`src/rtl/wb_arbiter.sv`:
```
`timescale 1ns/1ps
// wb_arbiter: multi-channel writeback stage. Per-channel FIFOs feed a round-robin arbiter onto the single register-file write port.
// Optional feature: define WB_RETIRE_CNT_EN to add the 64-bit retire_count output.
module wb_arbiter #(
  parameter int NUM_CH = 2,
  parameter int XLEN   = 32,
  parameter int RAW    = 5,
  parameter int EXW    = 4,
  parameter int DEPTH  = 2
) (
  input  logic                      clk,
  input  logic                      reset,
  input  logic [NUM_CH-1:0]         ch_valid,
  output logic [NUM_CH-1:0]         ch_ready,
  input  logic [NUM_CH-1:0]         ch_wen,
  input  logic [NUM_CH*RAW-1:0]     ch_rd,
  input  logic [NUM_CH*XLEN-1:0]    ch_data,
  input  logic [NUM_CH-1:0]         ch_exc_valid,
  input  logic [NUM_CH*EXW-1:0]     ch_exc,
  input  logic [NUM_CH-1:0]         ch_halt,
  input  logic                      exc_clear,
  output logic [RAW-1:0]            wr_addr,
  output logic [XLEN-1:0]           wr_data,
  output logic                      wr_enable,
  output logic                      exc_valid_out,
  output logic [EXW-1:0]            exc_cause_out,
  output logic [$clog2(NUM_CH)-1:0] exc_ch_out,
  output logic                      halt_out
`ifdef WB_RETIRE_CNT_EN
  ,
  output logic [63:0]               retire_count
`endif
);

  localparam int CW = $clog2(NUM_CH);
  localparam int AW = $clog2(DEPTH);
  localparam int PW = AW + 1;

  typedef struct packed {
    logic            wen;
    logic [RAW-1:0]  rd;
    logic [XLEN-1:0] data;
    logic            exc_valid;
    logic [EXW-1:0]  exc;
    logic            halt;
  } entry_t;

  entry_t            mem  [NUM_CH][DEPTH];
  logic [PW-1:0]     wptr [NUM_CH];
  logic [PW-1:0]     rptr [NUM_CH];
  logic [NUM_CH-1:0] full;
  logic [NUM_CH-1:0] empty;
  logic [NUM_CH-1:0] push;
  logic [CW-1:0]     last_grant;
  logic [CW-1:0]     grant;
  logic              pop;
  entry_t            head;

  // The extra pointer bit separates full (MSBs differ) from empty (pointers equal).
  always_comb begin
    for (int i = 0; i < NUM_CH; i++) begin
      empty[i] = (wptr[i] == rptr[i]);
      full[i]  = (wptr[i][AW] != rptr[i][AW]) && (wptr[i][AW-1:0] == rptr[i][AW-1:0]);
    end
  end

  assign ch_ready = ~full;
  assign push     = ch_valid & ~full;

  always_comb begin
    // NOTE: every output of this block gets a default first, so no path can infer a latch.
    grant = last_grant;
    pop   = 1'b0;
    for (int k = 1; k <= NUM_CH; k++) begin
      for (int i = 0; i < NUM_CH; i++) begin
        if (!pop && (i == (int'(last_grant) + k) % NUM_CH) && !empty[i]) begin
          grant = CW'(i);
          pop   = 1'b1;
        end
      end
    end
    // Exception or halt freezes the arbiter; entries stay buffered.
    if (halt_out || exc_valid_out) pop = 1'b0;
  end

  assign head = mem[grant][rptr[grant][AW-1:0]];

  always_ff @(posedge clk) begin
    // NOTE: sequential state uses non-blocking assignments so every register samples pre-edge values.
    if (reset) begin
      for (int i = 0; i < NUM_CH; i++) begin
        wptr[i] <= '0;
        rptr[i] <= '0;
      end
    end else begin
      for (int i = 0; i < NUM_CH; i++) begin
        if (push[i]) wptr[i] <= wptr[i] + PW'(1);
        if (pop && (grant == CW'(i))) rptr[i] <= rptr[i] + PW'(1);
      end
    end
  end

  // NOTE: entry storage is deliberately not reset; the pointers alone decide what is valid.
  always_ff @(posedge clk) begin
    for (int i = 0; i < NUM_CH; i++) begin
      if (push[i]) begin
        mem[i][wptr[i][AW-1:0]] <= '{wen:       ch_wen[i],
                                     rd:        ch_rd[i*RAW +: RAW],
                                     data:      ch_data[i*XLEN +: XLEN],
                                     exc_valid: ch_exc_valid[i],
                                     exc:       ch_exc[i*EXW +: EXW],
                                     halt:      ch_halt[i]};
      end
    end
  end

  always_ff @(posedge clk) begin
    if (reset) begin
      last_grant    <= CW'(NUM_CH - 1);
      wr_enable     <= 1'b0;
      wr_addr       <= '0;
      wr_data       <= '0;
      exc_valid_out <= 1'b0;
      exc_cause_out <= '0;
      exc_ch_out    <= '0;
      halt_out      <= 1'b0;
    end else begin
      wr_enable <= 1'b0;
      if (exc_clear) exc_valid_out <= 1'b0;
      if (pop) begin
        last_grant <= grant;
        if (head.exc_valid) begin
          exc_valid_out <= 1'b1;
          exc_cause_out <= head.exc;
          exc_ch_out    <= grant;
        end else if (head.halt) begin
          halt_out <= 1'b1;
        end else if (head.wen && (head.rd != '0)) begin
          wr_enable <= 1'b1;
          wr_addr   <= head.rd;
          wr_data   <= head.data;
        end
      end
    end
  end

`ifdef WB_RETIRE_CNT_EN
  always_ff @(posedge clk) begin
    if (reset) retire_count <= '0;
    else if (pop && !head.exc_valid && !head.halt) retire_count <= retire_count + 64'd1;
  end
`endif

endmodule

```
`config.mk`:
```
export PLATFORM = sky130hd
export DESIGN_NAME = wb_arbiter
export DESIGN_NICKNAME = d
export VERILOG_FILES = /design/src/rtl/wb_arbiter.sv
export SDC_FILE = /design/constraint.sdc
export NUM_CORES = 1
export LEC_CHECK = 0
export CAP_MARGIN = 30
export CORE_ASPECT_RATIO = 1.5
export CORE_MARGIN = 5
export CORE_UTILIZATION = 58
export CTS_CLUSTER_DIAMETER = 200
export DETAILED_ROUTE_END_ITERATION = 8
export PLACE_DENSITY_LB_ADDON = 0.3
export SETUP_SLACK_MARGIN = 0.1
export SLEW_MARGIN = 10
export SYNTH_ARGS = -nofsm -noshare
export SYNTH_HDL_FRONTEND = slang
export SYNTH_SLANG_ARGS = --single-unit
```
`constraint.sdc`:
```
create_clock -name clk -period 7.7 [get_ports clk]
set_clock_uncertainty 0.05 [all_clocks]
set_input_delay 1.54 -clock clk [delete_from_list [all_inputs] [get_ports clk]]
set_output_delay 1.54 -clock clk [all_outputs]
set_load 0.005 [all_outputs]
```
## Word level (Yosys, flattened, before mapping)

Memory sizes are Yosys's and may differ from the RTL's.
Index checks and enable logic that the tools add are counted.

- Multiply operators: 0
- Order comparisons: 5
- Mux-type cells: 40
- Div/mod/pow operators: 0
- Bitwise gates (word level): 15
- $add $sub $neg: 6
- Eq/ne operators: 8
- Reduce and logical (&&, ||, !) cells: 27
- Shift-type cells: 0

Operator list:

| cell | count |
|---|---|
| $mux W44 | 5 |
| $mux W88 | 2 |
| $demux W44 S1 | 2 |
| $logic_not A32 Y1 | 2 |
| $mux W1 | 27 |
| $logic_and A1 B1 Y1 | 14 |
| $add A2 B1 Y2 const B | 4 |
| $mux W2 | 4 |
| $ge A2 B2 Y1 const B | 3 |
| $not A1 Y2 | 3 |
| $logic_not A1 Y1 | 5 |
| $reduce_bool A5 Y1 | 1 |
| $eq A2 B2 Y1 | 2 |
| $eq A2 B2 Y1 const A | 2 |
| $lt A2 B1 Y1 const B | 2 |
| $not A1 Y1 | 4 |
| $or A1 B1 Y1 | 4 |
| $reduce_and A4 Y1 | 1 |
| $reduce_or A4 Y1 | 1 |
| $reduce_and A3 Y1 | 1 |
| $add A1 B1 Y1 const B | 2 |
| $and A1 B1 Y1 const A | 2 |
| $and A2 B2 Y2 | 1 |
| $eq A1 B1 Y1 | 2 |
| 4 further kinds | 5 |

- RAM bits: 184
- Bits in read-only memories: 0
- Input bits: 93
- Output and inout bits: 47
- Latch bits: 0
- Register bits: 46
- Memories: 3

Memory list:

| memory | depth | bits a word | read ports | clocked after memory_dff | write ports | line | RTL |
|---|---|---|---|---|---|---|---|
| mem | 2 | 88 | 1 | 0 | 2 | 48 | `entry_t mem [NUM_CH][DEPTH];` |
| rptr | 2 | 2 | 3 | 0 | 2 | 50 | `logic [PW-1:0] rptr [NUM_CH];` |
| wptr | 2 | 2 | 2 | 0 | 2 | 49 | `logic [PW-1:0] wptr [NUM_CH];` |

## Longest topological paths before layout

Gate-level depths: netlist of run 1.
An unclocked memory read counts as a cell.

- Word-level depth: 25
- Depth in mapped cells: 10

## Least setup slack after synthesis of run 1

Ideal clock, no wire load.

- Path kind: in2reg
- Start: in ch_valid[1]
- End: mem mem[1][44] (netlist name) (enable)
- Setup slack: 3.741 ns
- Stages: 2
- Arrival: 3.463 ns
- Buffers on the path: 0
- Path through: nand2_1 > nor2_1

RTL lines:

| item | line | RTL |
|---|---|---|
| from (decl) | 13 | `input logic [NUM_CH-1:0] ch_valid,` |
| to (decl) | 48 |  |

==> flow_summary.yaml, run 1 <==
synth:
  synth_seq_cells: 230
  syn_area_per_cell_um2: 15.3
  yosys_warnings: 0
  ys_types: 38
  syn-num-nets: 692
  syn_inst: 599
  synth_area_leaders: "edfxtp_1 (60%), dfxtp_1 (10%), mux2i_1 (5.3%), mux2_2 (4.4%), nor4_2 (3.8%)"
  ys_seq_area_frac: 0.702
  netlist.area_leader.share: 0.601
  yosys.area.top_type: "edfxtp_1"
  syn_area_um2: 9190
floorplan:
  num_rows: 56
  die_w_um: 113
  design.core.area_um2: 15600
  dieHeight_um: 164
  io_pins: 140
  dieArea_um2: 18500
  start_util: 0.588
layout:
  antennaDiodeCount: 0
  drive_above_1_share: 0.157
  syn_to_final_growth_pct: 25.0
  nNetsFinal: 824
min_path:
  hp-class: "reg2reg"
  worstHoldPathCells: 2
  hold_end: "exc_cause_out[2]"
  min-delay-start: "exc_cause_out[2]"
drt:
  first_pass_iters: 7
  wirelength_um: 20700
  wire_per_inst_um: 21.8
  drc_errors: 0
  ant_nets: 0
  drt-initial-drc-count: 447
  avgViaCountPerCell: 6.02
  vias: 5704
worst_setup_path:
  path_buf_inv: 3
  regToRegSetupSlack_ns: 3.66
  crit_fanout: 29
  worst-r2r-cell-count: 10
  startpoint_type: "flip-flop"
  r2r-start: "rptr[1][0]"
  crit_chain: "buf_16, buf_4, xnor2_1, nand2b_1, clkdlybuf4s50_1"
  slowest_delay_ns: 0.59
  crit_family: "buffers and inverters"
  cp.arrival_ns: 2.62
  slowest_stage: "edfxtp_1"
  endpoint_kind: "primary output"
  timing.rr.end: "wr_data[2]"
  crit_type: "reg2out"
  cp.required_ns: 6.11
grt:
  grt_max_degree: 56
  antenna_found_initial: 0
  grt_pass1_wl_um: 31500
  grt_use_total: 0.218
  grt_pass1_vias: 5936
  grt_overflow_total: 0
sta:
  rsz0062_at_grt: "false"
  fmaxAchievable_ghz: 0.238
  fin_crit_sh: 0.547
  finalSetupTns_ns: 0
  maxSlewViolCount: 0
  setup_viol: 0
  worst_pin_slew_ns: 0.832
  worst_slack_ns: 3.49
  slew_headroom: 0.445
  final.min_clock_period_ns: 4.21
  hold_viol: 0
placement:
  portBuffers: 139
  place_congestion: 0.869
  dp_hpwl_um: 13700
  pre_cts_ws_ns: 3.11
run:
  drv_cap: 0
cts:
  clock_latency_ns: 0.49
  root_buffer: "clkbuf_16"
  cts_tree: "yes"
  h-tree-depth: 1
  clkSinkCount: 230
  cts-hold-fix-buffers: 0
  post_cts_buffers: 0
  clk_pin_slew_ns: 0.06
  cts_buffer_depth: 3
  cts-resized-gates: 0
  cts-buffers-inserted: 21
power:
  leakage_nw: 3.85
  power.density_nw_per_um2: 416
  ir_drop_mv: 0.372
status:
  status: "finished clean"
through the flow:
| stage | instances | util | instance area (um^2) | hold slack (ns) | power [mW] |
|---|---|---|---|---|---|
| 6_report | 948 | 0.735 | 11500 | 0.424 | 4.78 |
| 5_1_grt | 948 | 0.735 | 11500 | 0.455 | 5.02 |
| 4_1_cts | 945 | 0.731 | 11400 | 0.414 | 4.76 |
| 3_5_place_dp | 908 | 0.692 | 10800 | 0.405 | 3.83 |
| 3_3_place_gp | 903 | 0.684 | 10700 | 0.409 | 3.65 |
| 2_1_floorplan | 599 | - | 9190 | 0.403 | 3.15 |
cell usage in the layout, fill, tap and decap left out, types with 2 or more instances in the layout:
master	instances
mux2_2	36
clkdlybuf4s50_1	138
mux2i_1	49
a211o_1	5
clkinv_2	6
a21o_1	2
a211oi_1	7
nand2_1	18
nand2b_1	4
a31o_1	32
nor2_1	13
buf_16	3
inv_1	2
o21ai_1	2
nor4_1	4
nor4_2	28
nor2_4	2
edfxtp_1	184
clkbuf_1	6
dfxtp_1	46
clkinv_1	2
buf_12	4
and3_2	2
nor2b_1	6
nand3_1	34
a21oi_1	13
a21boi_0	2
xnor2_1	8
nor3_1	5
buf_4	7
a32o_1	3
o21ai_0	36
clkbuf_16	21
layout make-up:
cell class | count | area (um^2)
clock buffer | 27 | 548
clock inverter | 10 | 62.6
fill | 986 | 4140
inverter | 2 | 7.51
multi-input combinational | 322 | 2550
sequential | 230 | 6450
tap | 203 | 254
timing repair buffer | 154 | 1620
power by group:
part,switching [mW],leakage [nW],internal (mW)
Clock,0.423,0.304,0.507
Sequential,0.154,2.09,1.75
Combinational,1.14,1.45,0.800
flip-flops by register name (all words and copies together) (netlist names):
| name | flops |
|---|---|
| last_grant | 1 |
| wr_data | 32 |
| halt_out | 1 |
| exc_valid_out | 1 |
| rptr | 4 |
| wr_addr | 5 |
| wr_enable | 1 |
| exc_cause_out | 4 |
| mem | 176 |
| wptr | 4 |
| exc_ch_out | 1 |
worst reg2reg max path: stages, from the launching register on:
cell	delay [ns]
edfxtp_1	0.59
buf_16	0.21
buf_4	0.40
xnor2_1	0.28
a21o_1	0.17
buf_4	0.37
a32oi_1	0.24
or4b_2	0.97
buf_16	0.29
nor4_1	0.30
a31o_1	0.14
worst max path at each step:
| stage | start | to | cells after the start |
|---|---|---|---|
| 2_1_floorplan | ch_valid[1] | mem[1][44] | 2 |
| 4_1_cts | rptr[1][0] | ch_ready[1] | 4 |
| 3_3_place_gp | rptr[1][0] | wr_addr[0] | 8 |
| 3_5_place_dp | rptr[1][0] | wr_addr[2] | 8 |
| 5_1_grt | rptr[1][0] | ch_ready[1] | 5 |
| 6_report | rptr[1][0] | ch_ready[1] | 5 |
kinds of logic after synthesis:
logic type / Yosys count / share of synthesized area
buffers and inverters: 47 / 0.0233
xor gates and xnor gates: 8 / 0.00763
AOI/OAI and AO/OA: 107 / 0.0802
and+or+nand+nor: 122 / 0.0896
muxes: 85 / 0.0975
DFF: 230 / 0.702
layer usage:
metal | GRT usage | part of all wire
met5 | 0 | 0
met3 | 0.0372 | 0.071
met4 | 0.0946 | 0.038
met2 | 0.395 | 0.53
met1 | 0.254 | 0.36
Yosys cell counts (all sizes together):
master   number
a21oi        13
nor3          5
nor4         32
nand2b        4
nor2b         6
mux2         36
nor3b         1
a21bo         1
a32o          3
o32a          1
dfxtp        46
a32oi         1
buf          16
nand2        18
nor4b         1
nand3        35
o21ai        38
a211oi        7
o211ai        1
xnor2         8
clkbuf       29
inv           2
or4b          1
a211o         5
o2111ai       1
a31o         32
nor2         15
a21o          2
nor4bb        1
and3          2
a21boi        2
edfxtp      184
mux2i        49
and2          1
(Power assumes the default switching activity.)
==> inputs of run 2 (changes only) <==
Settings changed: CORE_UTILIZATION 58 to 54.
Clock period 7.7 ns to 4.35 ns, I/O delays scaled along.
==> run 2 against run 1 <==
Non-clock buffer count grew 3. Sequential power up 76%. Combinational power rose by 78%. Final area is 0.14% higher. First-iteration DRC count down 23%. Wire length grew 1.3%. Setup slack got worse by 2.5 ns. Core utilization fell by 4.9 points. Clock power is 88% higher. Via count down 0.23%. Critical endpoint is now wr_data[29]. Highest routed layer unchanged.
==> flow_summary.yaml, run 2 (synthesis results as in run 1) <==
status:
  status: "finished clean"
placement:
  dp_hpwl_um: 13900
  place_congestion: 0.876
  portBuffers: 139
  dp_cells: 919
sta:
  worst_pin_slew_ns: 0.824
  fmaxAchievable_ghz: 0.296
  hold_viol: 0
  rsz0062_at_grt: "false"
  holdWs_ns: 0.406
  maxSlewViolCount: 0
  finalSetupTns_ns: 0
  fin_crit_sh: 0.776
  final.min_clock_period_ns: 3.37
  setup_viol: 0
  slew_headroom: 0.450
power:
  leakage_nw: 3.86
  power.density_nw_per_um2: 744
  ir_drop_mv: 0.565
cts:
  h-tree-depth: 1
  clkSinkCount: 230
  cts_buffer_depth: 3
  root_buffer: "clkbuf_16"
  cts_tree: "yes"
  clk_pin_slew_ns: 0.06
  post_cts_buffers: 0
  cts-buffers-inserted: 20
  cts-resized-gates: 0
  clock_latency_ns: 0.49
  cts-hold-fix-buffers: 0
layout:
  antennaDiodeCount: 0
  final_common_cell: "edfxtp_1"
  stdcell_count: 957
  largest_reg_flops: 176
  final_cell_mix: "edfxtp_1 (184), clkdlybuf4s50_1 (138), mux2i_1 (49)"
  drive_above_1_share: 0.158
  fin_util: 0.686
  final.fill_count: 1166
  nNetsFinal: 826
  syn_to_final_growth_pct: 25.2
worst_setup_path:
  crit_type: "reg2reg"
  path_buf_inv: 3
  slowest_stage: "edfxtp_1"
  cp.arrival_ns: 3.70
  crit_family: "buffers and inverters"
  startpoint_type: "flip-flop"
  slowest_delay_ns: 0.51
  cp.required_ns: 4.67
  crit_chain: "xnor2_1, nand3_2, buf_4, nand2_1, buf_4, mux2i_1, nand2_1, buf_4, a31o_1"
  endpoint_kind: "flip-flop"
  cp_common_cell: "buf_4"
  crit_fanout: 34
floorplan:
  die_w_um: 116
  dieArea_um2: 19800
  start_util: 0.548
  num_rows: 58
  design.core.area_um2: 16800
  io_pins: 140
  dieHeight_um: 170
grt:
  grt_pass1_vias: 6000
  grt_overflow_total: 0
  antenna_found_initial: 0
  grt_max_degree: 56
  grt_pass1_wl_um: 32200
  grt_use_total: 0.212
drt:
  wirelength_um: 20900
  ant_nets: 0
  drc_errors: 0
  wire_per_inst_um: 21.9
  first_pass_iters: 5
  vias: 5691
  avgViaCountPerCell: 5.95
  drt-initial-drc-count: 344
run:
  drv_cap: 0
min_path:
  hp-class: "reg2reg"
## run 2: cell types whose count changed in the layout (fill, tap and decap cells not counted)
| cell | delta |
|---|---|
| buf_16 | -2 |
| clkinv_2 | -3 |
| clkinv_1 | +4 |
| clkinv_8 | -1 |
| clkbuf_1 | -3 |
| bufinv_16 | +2 |
| clkbuf_8 | +1 |
| inv_6 | -1 |
| buf_12 | -1 |
| buf_4 | +6 |
## run 2: per-stage QoR
| stage | power (mW) | setup slack (ns) | cell area (um^2) |
|---|---|---|---|
| 2_1_floorplan | 5.58 | 1.06 | 9190 |
| 3_3_place_gp | 6.54 | 1.06 | 10700 |
| 3_5_place_dp | 6.76 | 1.02 | 10800 |
| 4_1_cts | 8.54 | 0.996 | 11500 |
| 5_1_grt | 9.00 | 0.702 | 11500 |
| 6_report | 8.55 | 0.976 | 11500 |
## run 2: final timing paths
kind | start | endpoint | slack (ns) | cells after the start
max reg2reg | wptr[0][0] | wr_data[29] | 0.98 | 9
max | wptr[0][0] | wr_data[29] | 0.98 | 9
min | exc_cause_out[1] | exc_cause_out[1] | 0.41 | 2
min reg2reg | exc_cause_out[1] | exc_cause_out[1] | 0.41 | 2
## run 2: metal layers
layer,part of all wire,up-vias,track usage,routed length (um)
met5,0,-,0,0
met4,0.026,0,0.0692,546
met3,0.067,38,0.0310,1410
met2,0.54,221,0.378,11300
met1,0.36,2828,0.262,7620
li1,-,2604,-,-
## run 2: cell type report
| type | count | area, um^2 | area share |
|---|---|---|---|
| Clock buffer | 25 | 551 | 0.0479 |
| Clock inverter | 11 | 97.6 | 0.00849 |
| Inverter | 2 | 7.51 | 0.000653 |
| Multi-Input combinational cell | 322 | 2550 | 0.222 |
| Sequential cell | 230 | 6450 | 0.561 |
| Tap cell | 210 | 263 | 0.0228 |
| Timing Repair Buffer | 157 | 1590 | 0.138 |
## run 2: power breakdown
group          internal (mW)  leakage (nW)  switching, mW
registers               3.10          2.09          0.248
clock network           1.01         0.319          0.737
logic                   1.40          1.45           2.06
total                   5.51          3.86           3.05
## run 2: worst register-to-register path, cell delays in order (launching register included)
cell	delay, ns
edfxtp_1	0.51
xnor2_1	0.38
nand3_2	0.17
buf_4	0.29
nand2_1	0.14
buf_4	0.25
mux2i_1	0.34
nand2_1	0.49
buf_4	0.40
a31o_1	0.25
